`src/rtl/shared_reg_arbiter_if.sv`:
```
// shared_reg_arbiter_if
// Bundles the requester-side bus of the shared register arbiter.
//   req     : per-requester write request (level)
//   wdata   : packed write data, requester i at [i*WIDTH +: WIDTH]
//   gnt     : registered one-hot grant, or all-zero
//   gnt_id  : index of the granted requester (sticky when gnt is 0)
//   a_q     : shared register contents
//   a_valid : one-cycle pulse after each commit into a_q
// master = requester side, slave = arbiter side.
interface shared_reg_arbiter_if #(
  parameter int N_REQ = 4,
  parameter int WIDTH = 8
);
  localparam int IDW = $clog2(N_REQ);

  logic [N_REQ-1:0]       req;
  logic [N_REQ*WIDTH-1:0] wdata;
  logic [N_REQ-1:0]       gnt;
  logic [IDW-1:0]         gnt_id;
  logic [WIDTH-1:0]       a_q;
  logic                   a_valid;

  modport master (output req, wdata, input gnt, gnt_id, a_q, a_valid);
  modport slave  (input req, wdata, output gnt, gnt_id, a_q, a_valid);
endinterface

```
`src/rtl/shared_reg_arbiter.sv`:
```
// shared_reg_arbiter
// Round-robin arbiter sharing one WIDTH-bit register among N_REQ requesters.
// The owner may commit for up to MAX_HOLD consecutive cycles, after which the
// grant rotates to the next requester without a bubble.
// Ports:
//   clk : rising-edge clock
//   rst : synchronous active-high reset
//   bus : shared_reg_arbiter_if slave modport (req/wdata in, gnt/gnt_id/a_q/a_valid out)
module shared_reg_arbiter #(
  parameter int N_REQ    = 4,
  parameter int WIDTH    = 8,
  parameter int MAX_HOLD = 4
) (
  input  logic                 clk,
  input  logic                 rst,
  shared_reg_arbiter_if.slave  bus
);
  localparam int IDW = $clog2(N_REQ);
  localparam int HW  = $clog2(MAX_HOLD + 1);
  localparam logic [HW-1:0] HOLD_MAX = HW'(MAX_HOLD);

  typedef enum logic {IDLE, BUSY} state_t;

  state_t           state;
  logic [N_REQ-1:0] gnt_q;
  logic [IDW-1:0]   gnt_id_q;
  logic [IDW-1:0]   last;
  logic [HW-1:0]    hold_cnt;
  logic [WIDTH-1:0] a_q_q;
  logic             a_valid_q;

  logic [IDW-1:0]   pick_base;
  logic [IDW-1:0]   pick_idx;
  logic             pick_found;
  logic [N_REQ-1:0] pick_onehot;
  logic             owner_req;
  logic [WIDTH-1:0] owner_data;

  // While busy the owner is about to become "last" on release, so the scan
  // starts just after it; in IDLE it starts after the stored last winner.
  assign pick_base = (state == BUSY) ? gnt_id_q : last;

  // Round-robin scan: first the indices above the base in ascending order,
  // then wrap to 0..base, so the base itself is chosen only when it alone
  // is requesting.
  always_comb begin
    pick_found = 1'b0;
    pick_idx   = '0;
    for (int i = 0; i < N_REQ; i++) begin
      if (!pick_found && bus.req[i] && (IDW'(i) > pick_base)) begin
        pick_found = 1'b1;
        pick_idx   = IDW'(i);
      end
    end
    for (int i = 0; i < N_REQ; i++) begin
      if (!pick_found && bus.req[i] && (IDW'(i) <= pick_base)) begin
        pick_found = 1'b1;
        pick_idx   = IDW'(i);
      end
    end
  end

  // Decode the pick and select the current owner's request and data.
  always_comb begin
    pick_onehot = '0;
    owner_req   = 1'b0;
    owner_data  = '0;
    for (int i = 0; i < N_REQ; i++) begin
      pick_onehot[i] = (pick_idx == IDW'(i));
      if (gnt_id_q == IDW'(i)) begin
        owner_req  = bus.req[i];
        owner_data = bus.wdata[i*WIDTH +: WIDTH];
      end
    end
  end

  // Arbiter FSM. In BUSY the owner commits while it keeps requesting; the
  // grant is released when the burst is exhausted or the owner withdraws,
  // and the next owner is picked in the same edge.
  always_ff @(posedge clk) begin
    if (rst) begin
      state     <= IDLE;
      gnt_q     <= '0;
      gnt_id_q  <= '0;
      last      <= IDW'(N_REQ - 1);
      hold_cnt  <= '0;
      a_q_q     <= '0;
      a_valid_q <= 1'b0;
    end else begin
      a_valid_q <= 1'b0;
      case (state)
        IDLE: begin
          if (pick_found) begin
            gnt_q    <= pick_onehot;
            gnt_id_q <= pick_idx;
            hold_cnt <= HW'(1);
            state    <= BUSY;
          end
        end
        BUSY: begin
          if (owner_req) begin
            a_q_q     <= owner_data;
            a_valid_q <= 1'b1;
          end
          if (owner_req && (hold_cnt < HOLD_MAX)) begin
            hold_cnt <= hold_cnt + HW'(1);
          end else begin
            last <= gnt_id_q;
            if (pick_found) begin
              gnt_q    <= pick_onehot;
              gnt_id_q <= pick_idx;
              hold_cnt <= HW'(1);
            end else begin
              gnt_q    <= '0;
              hold_cnt <= '0;
              state    <= IDLE;
            end
          end
        end
        default: state <= IDLE;
      endcase
    end
  end

  assign bus.gnt     = gnt_q;
  assign bus.gnt_id  = gnt_id_q;
  assign bus.a_q     = a_q_q;
  assign bus.a_valid = a_valid_q;
endmodule

```
`src/flat_wrapper.sv`:
```
// flat-port wrapper written by rule: the top's interface ports become plain ports
module shared_reg_arbiter_flat 
#(
  parameter int N_REQ    = 4,
  parameter int WIDTH    = 8,
  parameter int MAX_HOLD = 4
)
  (clk, rst, bus_req, bus_wdata, bus_gnt, bus_gnt_id, bus_a_q, bus_a_valid);
  shared_reg_arbiter_if #(.N_REQ(N_REQ), .WIDTH(WIDTH)) bus_i ();
  input  logic clk;
  input  logic rst;
  input wire logic [$bits(bus_i.req)-1:0] bus_req;
  input wire logic [$bits(bus_i.wdata)-1:0] bus_wdata;
  output wire logic [$bits(bus_i.gnt)-1:0] bus_gnt;
  output wire logic [$bits(bus_i.gnt_id)-1:0] bus_gnt_id;
  output wire logic [$bits(bus_i.a_q)-1:0] bus_a_q;
  output wire logic [$bits(bus_i.a_valid)-1:0] bus_a_valid;
  assign bus_i.req = bus_req;
  assign bus_i.wdata = bus_wdata;
  assign bus_gnt = bus_i.gnt;
  assign bus_gnt_id = bus_i.gnt_id;
  assign bus_a_q = bus_i.a_q;
  assign bus_a_valid = bus_i.a_valid;
  shared_reg_arbiter #(.N_REQ(N_REQ), .WIDTH(WIDTH), .MAX_HOLD(MAX_HOLD)) u_core (.clk(clk), .rst(rst), .bus(bus_i));
endmodule
```
`config.mk`:
```
export PLATFORM = sky130hd
export DESIGN_NAME = shared_reg_arbiter_flat
export DESIGN_NICKNAME = d
export VERILOG_FILES = /design/src/rtl/shared_reg_arbiter_if.sv /design/src/rtl/shared_reg_arbiter.sv /design/src/flat_wrapper.sv
export SDC_FILE = /design/constraint.sdc
export NUM_CORES = 1
export LEC_CHECK = 0
export ABC_AREA = 0
export ABC_CLOCK_PERIOD_IN_PS = 3000
export BUFFER_PORTS_ARGS = -buffer_cell sky130_fd_sc_hd__buf_2
export CAP_MARGIN = 40
export CELL_PAD_IN_SITES_DETAIL_PLACEMENT = 1
export CELL_PAD_IN_SITES_GLOBAL_PLACEMENT = 2
export CORE_MARGIN = 2
export CORE_UTILIZATION = 29
export CTS_BUF_LIST = sky130_fd_sc_hd__clkbuf_4 sky130_fd_sc_hd__clkbuf_8 sky130_fd_sc_hd__clkbuf_16
export CTS_CLUSTER_SIZE = 12
export DETAILED_ROUTE_END_ITERATION = 6
export GPL_ROUTABILITY_DRIVEN = 0
export GPL_TIMING_DRIVEN = 1
export HOLD_SLACK_MARGIN = 0.1
export PLACE_DENSITY = 0.83
export SKIP_CTS_REPAIR_TIMING = 1
export SYNTH_ARGS = -nofsm -noshare
export SYNTH_HDL_FRONTEND = slang
export SYNTH_SLANG_ARGS = --single-unit
```
`constraint.sdc`:
```
create_clock -name clk -period 3 [get_ports clk]
set_input_delay 0.3 -clock clk [delete_from_list [all_inputs] [get_ports clk]]
set_output_delay 0.3 -clock clk [all_outputs]
set_load 0.005 [all_outputs]
```
# [Yosys cells after proc, flatten, opt, wreduce, memory -nomap -nowiden]
# Cells that the tools add are included.
# Widths: inputs -> output; s select.
[op_classes] muxes=39 n_eq_ne=8 add_sub_neg=1 order_cmp=9 reduce_logical=29 n_bitwise=2
[op_table] op="$mux 8" n=4
[op_table] op="$mux 2" n=9
[op_table] op="$mux 1" n=17
[op_table] op="$logic_and 1x1->1" n=16
[op_table] op="$mux 4" n=3
[op_table] op="$eq 2x2->1 const B" n=4
[op_table] op="$pmux 4 s2" n=1
[op_table] op="$logic_not 1->1" n=7
[op_table] op="$mux 3" n=2
[op_table] op="$pmux 3 s2" n=1
[op_table] op="$reduce_and 2->1" n=3
[op_table] op="$eq 2x1->1 const B" n=2
[op_table] op="$gt 1x2->1 const A" n=2
[op_table] op="$gt 2x2->1 const A" n=2
[op_table] op="$le 1x2->1 const A" n=2
[op_table] op="$le 2x2->1 const A" n=2
[op_table] op="$logic_not 2->1" n=2
[op_table] op="$pmux 2 s2" n=1
[op_table] op="$add 3x1->3 const B" n=1
[op_table] op="$lt 3x3->1 const B" n=1
[op_table] op="$ne 2x1->1 const B" n=1
[op_table] op="$ne 2x2->1 const B" n=1
[op_table] op="$not 1->1" n=2
[op_table] op="$pmux 1 s2" n=1
[op_table] op="$reduce_or 2->1" n=1
[word_totals] wordCells=95 out_inout_bits=15 in_bits=38 register_bits=21

# [Logic depth before layout (Yosys ltp)]
[depth] ltp_word=36 depth_mapped=7 depth_no_buf=5

# [Worst setup path after synthesis]
# Ideal clock, no wire load.
[synth_path] kind="reg-to-reg" start="register u_core.gnt_id_q[1], in the netlist u_core.bus.gnt_id[1]" end="register u_core.gnt_q[3], in the netlist u_core.bus.gnt[3]" setup_time_ns=0.117 t_required_ns=2.883 path_buffers=2 arrival_ns=1.895 path_slack_ns=0.988 period_less_slack_ns=2.012 stages_incl_launch_ff=8 path_cell_list="dfxtp_1 -> buf_2 -> mux4_2 -> and3_1 -> buf_6 -> or2_1 -> and2_0 -> a32o_1"
[synth_between] elab_chain_len=36 word_cells_on_any_way=63 cone_classes="8 x order compare; 6 x eq/ne; 24 x mux; 25 x reduce/logical"
[synth_rtl] element="start, declared" line="shared_reg_arbiter.sv:26" text="logic [IDW-1:0] gnt_id_q;"
[synth_rtl] element="start signal, assigned" line="shared_reg_arbiter.sv:95" text="gnt_id_q <= pick_idx;"
[synth_rtl] element="start signal, assigned" line="shared_reg_arbiter.sv:111" text="gnt_id_q <= pick_idx;"
[synth_rtl] element="$mux 2" line="shared_reg_arbiter.sv:41" text="assign pick_base = (state == BUSY) ? gnt_id_q : last;"
[synth_rtl] element="$gt 1x2->1" line="shared_reg_arbiter.sv:50" text="if (!pick_found && bus.req[i] && (IDW'(i) > pick_base)) begin"
[synth_rtl] element="$logic_and 1x1->1" line="shared_reg_arbiter.sv:50"
[synth_rtl] element="$mux 1" line="shared_reg_arbiter.sv:50"
[synth_rtl] element="$logic_not 1->1" line="shared_reg_arbiter.sv:50"
[synth_rtl] element="$logic_and 1x1->1 (2 in series)" line="shared_reg_arbiter.sv:50"
[synth_rtl] element="$mux 1" line="shared_reg_arbiter.sv:50"
[synth_rtl] element="$logic_not 1->1" line="shared_reg_arbiter.sv:50"
[synth_rtl] element="[... 18 more ...]"
[synth_rtl] element="$mux 1" line="shared_reg_arbiter.sv:56" text="if (!pick_found && bus.req[i] && (IDW'(i) <= pick_base)) begin"
[synth_rtl] element="$logic_not 1->1" line="shared_reg_arbiter.sv:56"
[synth_rtl] element="$logic_and 1x1->1 (2 in series)" line="shared_reg_arbiter.sv:56"
[synth_rtl] element="$mux 2" line="shared_reg_arbiter.sv:56"
[synth_rtl] element="$eq 2x2->1" line="shared_reg_arbiter.sv:69" text="pick_onehot[i] = (pick_idx == IDW'(i));"
[synth_rtl] element="$mux 4" line="shared_reg_arbiter.sv:109" text="if (pick_found) begin"
[synth_rtl] element="$mux 4" line="shared_reg_arbiter.sv:105" text="if (owner_req && (hold_cnt < HOLD_MAX)) begin"
[synth_rtl] element="$pmux 4 s2" line="shared_reg_arbiter.sv:91" text="case (state)"
[synth_rtl] element="end signal, assigned" line="shared_reg_arbiter.sv:94" text="gnt_q <= pick_onehot;"
[synth_rtl] element="end signal, assigned" line="shared_reg_arbiter.sv:110" text="gnt_q <= pick_onehot;"
[synth_rtl] element="end, declared" line="shared_reg_arbiter.sv:25" text="logic [N_REQ-1:0] gnt_q;"
# Parallel ways exist; a longest one is shown, timed or not. The select of a mux whose other input is x is not followed.
# A chain may end at the register's enable or synchronous reset.

# [Worst setup path after layout]
[layout_path] start="register u_core.gnt_id_q[0], in the netlist u_core.bus.gnt_id[0]" end="register u_core.gnt_q[3], in the netlist u_core.bus.gnt[3]"
# Same word-level chain as after synthesis.

==> flow_summary.ini <==
[run_status]
status = completed

[route]
firstDrtPassIters = 4
vias = 1204
drt_wl_total_um = 3690
post-route-drc-count = 0
antenna_left = 0
vias_per_cell = 5.190
drt-initial-drc-count = 17
wl_per_cell_um = 15.91

[setup_path]
end_kind = flip-flop
cp_max_fo = 11
cp_num_buf_inv = 0
critPathArrivalTime_ps = 2160
critPathLaunch = u_core.bus.gnt_id[0]
cp.required_ps = 3150
critPathTopFamily = simple AND/OR/NAND/NOR gates
slowest_stage = dfxtp_1
start_kind = flip-flop
path_cells = mux4_2 -> and3_1 -> or2_1 -> and2_0 -> a32o_1
cp_slowest_stage_delay_ps = 580
worst-setup-path-type = flip-flop to flip-flop
regToRegStartpoint = u_core.bus.gnt_id[0]

[finish]
drive_gt1_share_pct = 37.91
mostFrequentLayoutCells = 52 x buf_2, 21 x dfxtp_1, 15 x nor2_1
final_core_util_pct = 38.98
nets = 222
fillers = 510
antenna_cells = 0
final_common_cell = buf_2
fin_area_mm2 = 0.001593
area_delta_synth_final_pct = 27.05

[flow_run]
drv_cap = 0

[synthesis]
synth_nets = 173
syn_inst = 134
syn_area_mm2 = 0.001254
ys_seq_elements = 21
seq_area_frac_synth_pct = 33.53
avgSynthCellArea_um2 = 9.356
ys_warn_count = 0
synth_cell_types = 41

[clocking]
h-tree-depth = 1
cts_made_buffers = 3
cts.clk_slew.worst_paths_ps = 80
cts_tree = done
cts_sinks = 21
cts-root-buf = clkbuf_8
worstSkewPairLatency_ps = 250
clockBufferDepth = 2

[sta]
hold_viol_final = 0
min_period_ps = 2008
rsz0062_at_grt = false
slew_headroom_pct = 57.85
maxSlewViolCount = 0
clock.fmax_mhz = 497.9
final.setup.tns_ps = 0
fin_crit_sh_pct = 66.94
clock_skew_ps = 2.744
setup_viol_count_final = 0
tightestPinTransition_ps = 631.4

[place]
hpwl_um = 2843
place_area_mm2 = 0.001544
portBuffers = 52

[power_and_ir_drop]
p_per_area_mw_per_mm2 = 480.0
ir_worst_vdd_uv = 218.8
p_leak_nw = 0.7453

[global_route]
grt_max_degree = 20
grt_usage_pct = 15.73
grt_pass1_wl_um = 6106
grt_overflow_total = 0
first_global_vias = 1285
antenna_found_initial = 0

[floorplanning]
core_mm2 = 0.004086
chipWidth_um = 69.75
dieArea_mm2 = 0.004865
rows = 23
die_y_um = 69.75
io_pins = 53
initial_core_util_pct = 30.68

[min_path]
min_path_type = input port to flip-flop
min_from = rst
-- synthesized netlist by cell type --
library cell  instances  area share (%)
a211o_1               1            0.70
a211oi_1              2             1.2
a21boi_0              1            0.60
a21oi_1               7             2.8
a22o_1                2             1.4
a22oi_1               1            0.60
a31oi_1               1            0.50
a32o_1                1            0.80
and2_0                1            0.50
and2_1                1            0.50
and3_1                1            0.50
and3b_1               1            0.70
buf_1                 2            0.60
buf_2                 2            0.80
buf_6                 1            0.90
clkbuf_1              5             1.5
dfxtp_1              21              34
ha_1                  1             1.0
inv_1                 5             1.5
mux2_2                1            0.90
mux2i_1               9             7.2
mux4_2                9              16
nand2_1              10             3.0
nand2b_1              3             1.5
nand3_1               3             1.2
nand3b_1              2             1.2
nor2_1               15             4.5
nor2b_1               5             2.5
nor3_1                1            0.40
nor3b_1               2             1.2
nor4_1                2             1.0
o211ai_1              4             2.4
o21ai_0               2            0.80
o221ai_1              1            0.70
o22ai_1               1            0.50
o2bb2ai_1             2             1.4
o311ai_0              1            0.70
o32ai_1               1            0.70
or2_1                 1            0.50
or2_2                 1            0.50
or3_1                 1            0.50
-- layout make-up --
type | instances | area, um2 | area share [%]
multi-input combinational | 98 | 767.0 | 48.15
sequential | 21 | 420.4 | 26.39
timing repair buffer | 54 | 275.3 | 17.28
tap | 50 | 62.56 | 3.928
clock buffer | 4 | 48.80 | 3.064
inverter | 5 | 18.77 | 1.178
-- worst reg2reg max path: stages, from the launching register on --
cell	delay [ps]
dfxtp_1	580
mux4_2	400
and3_1	290
or2_1	280
and2_0	160
a32o_1	190
-- per-stage QoR --
stage                     hold WS, ps  std cells   power, W  worst slack (ps)
after floorplan                 458.2        134  0.0004948             987.8
after global placement          453.7        228  0.0005697              1035
after detailed placement        465.1        228  0.0005793             992.8
after CTS                       436.4        232  0.0007745             988.9
after global routing            456.4        232  0.0008128             858.9
final                           430.5        232  0.0007645             991.7
-- state kept, by name, indices dropped and copies added, names as in the netlist --
register / flops
u_core.bus.a_q: 8
u_core.last: 2
u_core.state: 1
u_core.hold_cnt: 3
u_core.bus.gnt_id: 2
u_core.bus.gnt: 4
u_core.bus.a_valid: 1
-- logic make-up after synthesis --
group | share of synthesized area [%]
AOI/OAI and AO/OA | 15.77
adders and majority gates | 0.9978
and+or+nand+nor | 20.16
buffers and inverters | 5.290
muxes | 24.25
DFF | 33.53
-- layer usage --
layer / share of wire [%] / GRT usage (%)
met4: 0.87 / 5.128
met2: 51 / 29.06
met3: 6.4 / 3.924
met1: 42 / 17.53
met5: 0 / 0
-- where the power goes --
group / total (W) / internal (W) / switching, W
combinational: 0.000235 / 0.000124 / 0.000112
clock: 0.000194 / 0.000103 / 0.0000909
sequential: 0.000335 / 0.000307 / 0.0000278
-- final timing paths --
kind	end	slack, ps	cells past startpoint
max	u_core.bus.gnt[3]	990	5
min	u_core.bus.a_q[7]	430	2
max reg2reg	u_core.bus.gnt[3]	990	5
min reg2reg	u_core.bus.gnt[2]	470	2
Power figures use the tool's default switching activity.
